<file path="config.mk">
export PLATFORM = sky130hd
export DESIGN_NAME = st_triple_initiator_flat
export DESIGN_NICKNAME = d
export VERILOG_FILES = /design/src/rtl/st_triple_initiator_if.sv /design/src/rtl/st_triple_initiator.sv /design/src/flat_wrapper.sv
export SDC_FILE = /design/constraint.sdc
export NUM_CORES = 1
export LEC_CHECK = 0
export BUFFER_PORTS_ARGS = -buffer_cell sky130_fd_sc_hd__buf_2
export CAP_MARGIN = 20
export CORE_ASPECT_RATIO = 1.2
export CORE_UTILIZATION = 53
export CTS_CLUSTER_SIZE = 10
export DETAILED_ROUTE_END_ITERATION = 16
export GPL_TIMING_DRIVEN = 0
export PLACE_DENSITY_LB_ADDON = 0.3
export SLEW_MARGIN = 0
export SYNTH_ARGS = -nofsm -noshare
export SYNTH_HDL_FRONTEND = slang
export SYNTH_SLANG_ARGS = --single-unit
</file>
<file path="constraint.sdc">
create_clock -name csi_clk -period 5.4 [get_ports csi_clk]
set_input_delay 0.81 -clock csi_clk [delete_from_list [all_inputs] [get_ports csi_clk]]
set_output_delay 0.81 -clock csi_clk [all_outputs]
set_load 0.01 [all_outputs]
</file>
<file path="src/rtl/st_triple_initiator_if.sv">
// Streaming bundle between the command producer, the compute block
// and the downstream result consumer.
interface st_triple_initiator_if #(
    parameter int CNT_W = 16
);
    logic [23:0]      asi_cmd_data;
    logic             asi_cmd_valid;
    logic             asi_cmd_ready;
    logic [7:0]       aso_a_data;
    logic             aso_a_valid;
    logic             aso_a_ready;
    logic [7:0]       aso_b_data;
    logic             aso_b_valid;
    logic             aso_b_ready;
    logic [7:0]       aso_c_data;
    logic             aso_c_valid;
    logic             aso_c_ready;
    logic [15:0]      asi_res_data;
    logic             asi_res_valid;
    logic             asi_res_ready;
    logic [15:0]      aso_out_data;
    logic             aso_out_valid;
    logic             aso_out_ready;
    logic             aso_out_error;
    logic [CNT_W-1:0] coe_txn_count;

    modport master (
        input  asi_cmd_data, asi_cmd_valid,
        output asi_cmd_ready,
        output aso_a_data, aso_a_valid,
        input  aso_a_ready,
        output aso_b_data, aso_b_valid,
        input  aso_b_ready,
        output aso_c_data, aso_c_valid,
        input  aso_c_ready,
        input  asi_res_data, asi_res_valid,
        output asi_res_ready,
        output aso_out_data, aso_out_valid, aso_out_error,
        input  aso_out_ready,
        output coe_txn_count
    );

    modport slave (
        output asi_cmd_data, asi_cmd_valid,
        input  asi_cmd_ready,
        input  aso_a_data, aso_a_valid,
        output aso_a_ready,
        input  aso_b_data, aso_b_valid,
        output aso_b_ready,
        input  aso_c_data, aso_c_valid,
        output aso_c_ready,
        output asi_res_data, asi_res_valid,
        input  asi_res_ready,
        input  aso_out_data, aso_out_valid, aso_out_error,
        output aso_out_ready,
        input  coe_txn_count
    );
endinterface

</file>
<file path="src/rtl/st_triple_initiator.sv">
// Splits a packed 3-operand command into three ST lanes, waits for the
// compute result (with optional timeout) and delivers it downstream.
module st_triple_initiator #(
    parameter int TIMEOUT = 256,
    parameter int CNT_W   = 16
) (
    input logic                   csi_clk,
    input logic                   rsi_reset,
    st_triple_initiator_if.master bus
);
    localparam int TW    = (TIMEOUT > 1) ? $clog2(TIMEOUT) : 1;
    localparam int TLAST = (TIMEOUT > 0) ? TIMEOUT - 1 : 0;

    typedef enum logic [1:0] {IDLE, ISSUE, WAIT, DELIVER} state_t;

    state_t           state_q;
    logic [7:0]       a_q, b_q, c_q;
    logic [2:0]       vld_q, sent_q;
    logic [TW-1:0]    timer_q;
    logic             idle_q, res_rdy_q;
    logic             out_vld_q, out_err_q;
    logic [15:0]      out_data_q;
    logic [CNT_W-1:0] cnt_q;

    logic [2:0] xfer;
    logic [2:0] sent_d;
    logic       cmd_rdy;
    logic       tmo_hit;

    // Lane bit order: [2]=A, [1]=B, [0]=C, matching the command packing.
    assign xfer = vld_q & {bus.aso_a_ready, bus.aso_b_ready, bus.aso_c_ready};
    assign sent_d  = sent_q | xfer;
    assign cmd_rdy = idle_q & ~rsi_reset;
    assign tmo_hit = (TIMEOUT != 0) && (timer_q == TW'(TLAST));

    always_ff @(posedge csi_clk) begin
        if (rsi_reset) begin
            state_q    <= IDLE;
            a_q        <= '0;
            b_q        <= '0;
            c_q        <= '0;
            vld_q      <= '0;
            sent_q     <= '0;
            timer_q    <= '0;
            idle_q     <= 1'b1;
            res_rdy_q  <= 1'b0;
            out_vld_q  <= 1'b0;
            out_err_q  <= 1'b0;
            out_data_q <= '0;
            cnt_q      <= '0;
        end else begin
            unique case (state_q)
                IDLE: begin
                    if (bus.asi_cmd_valid) begin
                        {a_q, b_q, c_q} <= bus.asi_cmd_data;
                        sent_q  <= '0;
                        vld_q   <= 3'b111;
                        idle_q  <= 1'b0;
                        state_q <= ISSUE;
                    end
                end
                ISSUE: begin
                    sent_q <= sent_d;
                    vld_q  <= vld_q & ~xfer;
                    if (sent_d == 3'b111) begin
                        timer_q   <= '0;
                        res_rdy_q <= 1'b1;
                        state_q   <= WAIT;
                    end
                end
                WAIT: begin
                    if (bus.asi_res_valid || tmo_hit) begin
                        // A result in the final cycle beats the timeout.
                        out_data_q <= bus.asi_res_valid ? bus.asi_res_data : '0;
                        out_err_q  <= ~bus.asi_res_valid;
                        out_vld_q  <= 1'b1;
                        res_rdy_q  <= 1'b0;
                        state_q    <= DELIVER;
                    end else begin
                        timer_q <= timer_q + 1'b1;
                    end
                end
                DELIVER: begin
                    if (bus.aso_out_ready) begin
                        if (!out_err_q) cnt_q <= cnt_q + 1'b1;
                        out_vld_q <= 1'b0;
                        idle_q    <= 1'b1;
                        state_q   <= IDLE;
                    end
                end
                default: state_q <= IDLE;
            endcase
        end
    end

    assign bus.asi_cmd_ready = cmd_rdy;
    assign bus.aso_a_data    = a_q;
    assign bus.aso_b_data    = b_q;
    assign bus.aso_c_data    = c_q;
    assign bus.aso_a_valid   = vld_q[2];
    assign bus.aso_b_valid   = vld_q[1];
    assign bus.aso_c_valid   = vld_q[0];
    assign bus.asi_res_ready = res_rdy_q;
    assign bus.aso_out_data  = out_data_q;
    assign bus.aso_out_valid = out_vld_q;
    assign bus.aso_out_error = out_err_q;
    assign bus.coe_txn_count = cnt_q;
endmodule

</file>
<file path="src/flat_wrapper.sv">
// flat-port wrapper written by rule: the top's interface ports become plain ports
module st_triple_initiator_flat 
#(
    parameter int TIMEOUT = 256,
    parameter int CNT_W   = 16
)
  (csi_clk, rsi_reset, bus_asi_cmd_data, bus_asi_cmd_valid, bus_asi_cmd_ready, bus_aso_a_data, bus_aso_a_valid, bus_aso_a_ready, bus_aso_b_data, bus_aso_b_valid, bus_aso_b_ready, bus_aso_c_data, bus_aso_c_valid, bus_aso_c_ready, bus_asi_res_data, bus_asi_res_valid, bus_asi_res_ready, bus_aso_out_data, bus_aso_out_valid, bus_aso_out_error, bus_aso_out_ready, bus_coe_txn_count);
  st_triple_initiator_if #(.CNT_W(CNT_W)) bus_i ();
  input logic csi_clk;
  input logic rsi_reset;
  input wire logic [$bits(bus_i.asi_cmd_data)-1:0] bus_asi_cmd_data;
  input wire logic [$bits(bus_i.asi_cmd_valid)-1:0] bus_asi_cmd_valid;
  output wire logic [$bits(bus_i.asi_cmd_ready)-1:0] bus_asi_cmd_ready;
  output wire logic [$bits(bus_i.aso_a_data)-1:0] bus_aso_a_data;
  output wire logic [$bits(bus_i.aso_a_valid)-1:0] bus_aso_a_valid;
  input wire logic [$bits(bus_i.aso_a_ready)-1:0] bus_aso_a_ready;
  output wire logic [$bits(bus_i.aso_b_data)-1:0] bus_aso_b_data;
  output wire logic [$bits(bus_i.aso_b_valid)-1:0] bus_aso_b_valid;
  input wire logic [$bits(bus_i.aso_b_ready)-1:0] bus_aso_b_ready;
  output wire logic [$bits(bus_i.aso_c_data)-1:0] bus_aso_c_data;
  output wire logic [$bits(bus_i.aso_c_valid)-1:0] bus_aso_c_valid;
  input wire logic [$bits(bus_i.aso_c_ready)-1:0] bus_aso_c_ready;
  input wire logic [$bits(bus_i.asi_res_data)-1:0] bus_asi_res_data;
  input wire logic [$bits(bus_i.asi_res_valid)-1:0] bus_asi_res_valid;
  output wire logic [$bits(bus_i.asi_res_ready)-1:0] bus_asi_res_ready;
  output wire logic [$bits(bus_i.aso_out_data)-1:0] bus_aso_out_data;
  output wire logic [$bits(bus_i.aso_out_valid)-1:0] bus_aso_out_valid;
  output wire logic [$bits(bus_i.aso_out_error)-1:0] bus_aso_out_error;
  input wire logic [$bits(bus_i.aso_out_ready)-1:0] bus_aso_out_ready;
  output wire logic [$bits(bus_i.coe_txn_count)-1:0] bus_coe_txn_count;
  assign bus_i.asi_cmd_data = bus_asi_cmd_data;
  assign bus_i.asi_cmd_valid = bus_asi_cmd_valid;
  assign bus_asi_cmd_ready = bus_i.asi_cmd_ready;
  assign bus_aso_a_data = bus_i.aso_a_data;
  assign bus_aso_a_valid = bus_i.aso_a_valid;
  assign bus_i.aso_a_ready = bus_aso_a_ready;
  assign bus_aso_b_data = bus_i.aso_b_data;
  assign bus_aso_b_valid = bus_i.aso_b_valid;
  assign bus_i.aso_b_ready = bus_aso_b_ready;
  assign bus_aso_c_data = bus_i.aso_c_data;
  assign bus_aso_c_valid = bus_i.aso_c_valid;
  assign bus_i.aso_c_ready = bus_aso_c_ready;
  assign bus_i.asi_res_data = bus_asi_res_data;
  assign bus_i.asi_res_valid = bus_asi_res_valid;
  assign bus_asi_res_ready = bus_i.asi_res_ready;
  assign bus_aso_out_data = bus_i.aso_out_data;
  assign bus_aso_out_valid = bus_i.aso_out_valid;
  assign bus_aso_out_error = bus_i.aso_out_error;
  assign bus_i.aso_out_ready = bus_aso_out_ready;
  assign bus_coe_txn_count = bus_i.coe_txn_count;
  st_triple_initiator #(.TIMEOUT(TIMEOUT), .CNT_W(CNT_W)) u_core (.csi_clk(csi_clk), .rsi_reset(rsi_reset), .bus(bus_i));
endmodule
</file>
==> key figures <==
Status
  – Status: finished, final reports clean

Die
  – Core Box Area: ~5700 sq um
  – Die area: 6310 sq um
  – # rows: 30
  – Die Y: slightly below 90 um
  – IO Pins: 111
  – Die X: approximately 73 um
  – Initial core utilization: around 56%

Route
  – Via count: around 3100
  – DR DRC count: 0
  – WL/cell: 12.6 um
  – 1st-iter DRT viols: about 120
  – Detail Route Antenna Nets: 0
  – 1st-pass router iterations: 5
  – Via/cell ratio: between 5 and 6
  – Drt total wl: roughly 7400 um

Finish
  – Antenna Cells: 0
  – Most frequent cells in the layout: buf_2 (111), dfxtp_1 (76), nand2_1 (61), a21oi_1 (43), nor2_1 (34)
  – Area delta synth->final: 28.0%
  – Final instance area: between 4000 and 5000 sq um
  – Final core utilization: a little under three quarters
  – Final #Nets: 553
  – Fill cells: between 400 and 500
  – Share of layout cells above drive strength 1: roughly 28%
  – Commonest non-fill, non-tap cell in the layout: buf_2

Timing
  – Final hold violations: 0
  – Final period util: 46.7%
  – Endpoints failing setup: 0
  – Final Skew: about 0.011 ns
  – FMAX: 0.397 GHz
  – RSZ-0062 raised after global routing: false
  – Worst Max-Slew Pin Slew: about 0.64 ns
  – Crit path time final: between 2 and 3 ns
  – Total negative slack: 0 ns
  – Slew Limit Fails: 0
  – Slew HR: between 50% and 60%

Global route
  – Vias in the first global route: about 2800
  – Grt total ovfl: 0
  – Initial antenna violation count: 0
  – Met1 usage: between 20% and 30%
  – Met2 Use GR: between 40 and 50%
  – GR Util All Layers: about a quarter
  – Largest net degree at the start of global routing: 14
  – GRT busiest layer: met2
  – Global-route met3 utilization: 6.74%
  – First-pass GRT wire length: about 12000 um

Clocking
  – Post-CTS Setup Repair Bufs: 0
  – CTS clk-pin slew, worst paths: 0.07 ns
  – CTS Buf Count: 9
  – Clock root buffer: clkbuf_8
  – Htree depth: 3
  – Clock Latency Late Sink: 0.36 ns
  – Post-cts resize count: 0
  – Clock buffer depth: 2
  – CTS tree: done
  – CTS sink count: 76
  – Cts-stage hold buffer count: 0

Pwr
  – Power per cell area: just under 400 nW/um^2
  – Peak supply drop: approximately 0.28 mV
  – Overall Power: between 0.0015 and 0.002 W
  – Leak pwr: 1.76 nW

Synth
  – Synthesized instance count: between 300 and 400
  – Register area share after synthesis: 47.9%
  – Synth unique cells: 46
  – Primary FF master, synth: dfxtp_1
  – Async set-reset flop share out of synthesis: 0%
  – Synth Net Count: around 430
  – FF+latch count, synth: 76
  – Ys Warns: 0
  – Netlist Area Pre-Place: 3180 sq um
  – Post-synth EDFFs: 0
  – Mean Syn Cell Area: 8.41 sq um

Setup path
  – Setup crit end kind: output port
  – Crit path largest cell delay: around 0.38 ns
  – Maximum fanout along the worst path: 10
  – Critical path class: input port to output port
  – CP cell instances: buf_2 > clkbuf_1 > buf_6 > nor2b_1 > buf_2
  – Startpoint types: input port
  – Register-to-Register Path Depth: 6
  – Crit-path most repeated cell: buf_2
  – Family with the most delay on the worst path: buffers and inverters
  – Req. time, crit path: around 4.6 ns
  – CP max-delay cell: clkbuf_1
  – Crit. path cell count: 5
  – CP Data Arrival Time: 1.71 ns
  – CP Buf/Inv Count: 4

Placed design
  – Placed Area: 3830 sq um
  – DP Wirelength: about 5400 um
  – Routability cong.: a little over 0.8
  – Port buffer count: 110

Run
  – Max-cap viol count: 0

Min path
  – Hold path depth: 2
  – Worst Hold Class: register to register
==> final cells by class <==
| cell class | count | area, sq um | area share [%] |
|---|---|---|---|
| clock inverters | 6 | 113 | 2.77 |
| well taps | 80 | 100 | 2.46 |
| inverters | 16 | 61.3 | 1.51 |
| multi-input cells | 267 | 1510 | 37.1 |
| clock buffers | 10 | 128 | 3.14 |
| flip-flops and latches | 76 | 1520 | 37.4 |
| repair buffers | 110 | 551 | 13.5 |
| plain buffers | 19 | 87.6 | 2.15 |
==> flip-flops by register name (all words and copies together) (netlist names) <==
signal and count:
u_core.timer_q 8, u_core.bus.asi_res_ready 1, u_core.bus.aso_b_data 8, u_core.bus.aso_out_valid 1
u_core.bus.aso_a_data 8, u_core.state_q 2, u_core.sent_q 3, u_core.vld_q 3
u_core.bus.coe_txn_count 16, u_core.bus.aso_out_data 16, u_core.bus.aso_out_error 1, u_core.bus.aso_c_data 8
u_core.idle_q 1
==> final timing paths <==
path | startpoint | end | slack [ns]
setup / recovery | rsi_reset | bus_asi_cmd_ready | 2.88
hold / removal | u_core.bus.aso_b_data[3] | u_core.bus.aso_b_data[3] | 0.45
setup reg to reg | u_core.state_q[0] | u_core.bus.coe_txn_count[14] | 3.12
hold reg to reg | u_core.bus.aso_b_data[3] | u_core.bus.aso_b_data[3] | 0.45
==> routing by layer <==
| metal | vias up | wire, um |
|---|---|---|
| met5 | - | 0 |
| met4 | 0 | 112 |
| met3 | 10 | 521 |
| met2 | 108 | 3520 |
| met1 | 1434 | 3230 |
| li1 | 1570 | - |
==> where the power goes <==
part	internal, W	total (W)	switching (W)	leakage (nW)
logic	0.000166	0.000427	0.000261	1.03
registers	0.000629	0.000673	0.0000435	0.618
clock network	0.000308	0.000514	0.000206	0.120
total	0.00110	0.00161	0.000511	1.76
==> logic make-up after synthesis <==
group | Yosys count | synth area share (%)
and+or+nand+nor | 156 | 23.8
AOI/OAI and AO/OA | 95 | 18.4
DFF | 76 | 47.9
buffers and inverters | 35 | 4.68
xor gates and xnor gates | 8 | 2.20
adders and majority gates | 6 | 2.36
muxes | 2 | 0.669
==> metrics by stage <==
step                worst slack, ns  std cells  hold slack, ns
floorplan                      3.17        378           0.438
global placement               2.87        568           0.439
detailed placement             2.87        568           0.444
CTS                            2.87        584           0.454
global route                   2.82        584           0.473
finish                         2.88        584           0.453
==> worst register-to-register path: stages (launching register included) <==
cell	delay, ns
dfxtp_1	0.40
ha_1	0.33
nand4b_4	0.17
or4_1	0.49
buf_2	0.17
or4_1	0.50
a21oi_1	0.14
==> synth_stat cells, drive strengths merged, types with 3 or more instances <==
cell type,count,area share (%)
o31ai,4,0.94
nand3,14,2.2
ha,6,2.4
nand2,61,7.2
o21ai,9,1.4
a21oi,43,6.8
and2,4,0.79
o211ai,6,1.4
clkbuf,14,1.7
xnor2,4,1.1
a22oi,16,3.8
xor2,4,1.1
or3,3,0.63
nand4,5,0.98
a31o,4,1.1
nor3,7,1.1
dfxtp,76,48
buf,5,1.1
or4,6,1.4
nor2,34,4.0
nor2b,6,1.2
inv,15,1.8
nand2b,4,0.79
a31oi,5,0.98
(Power assumes the default switching activity.)
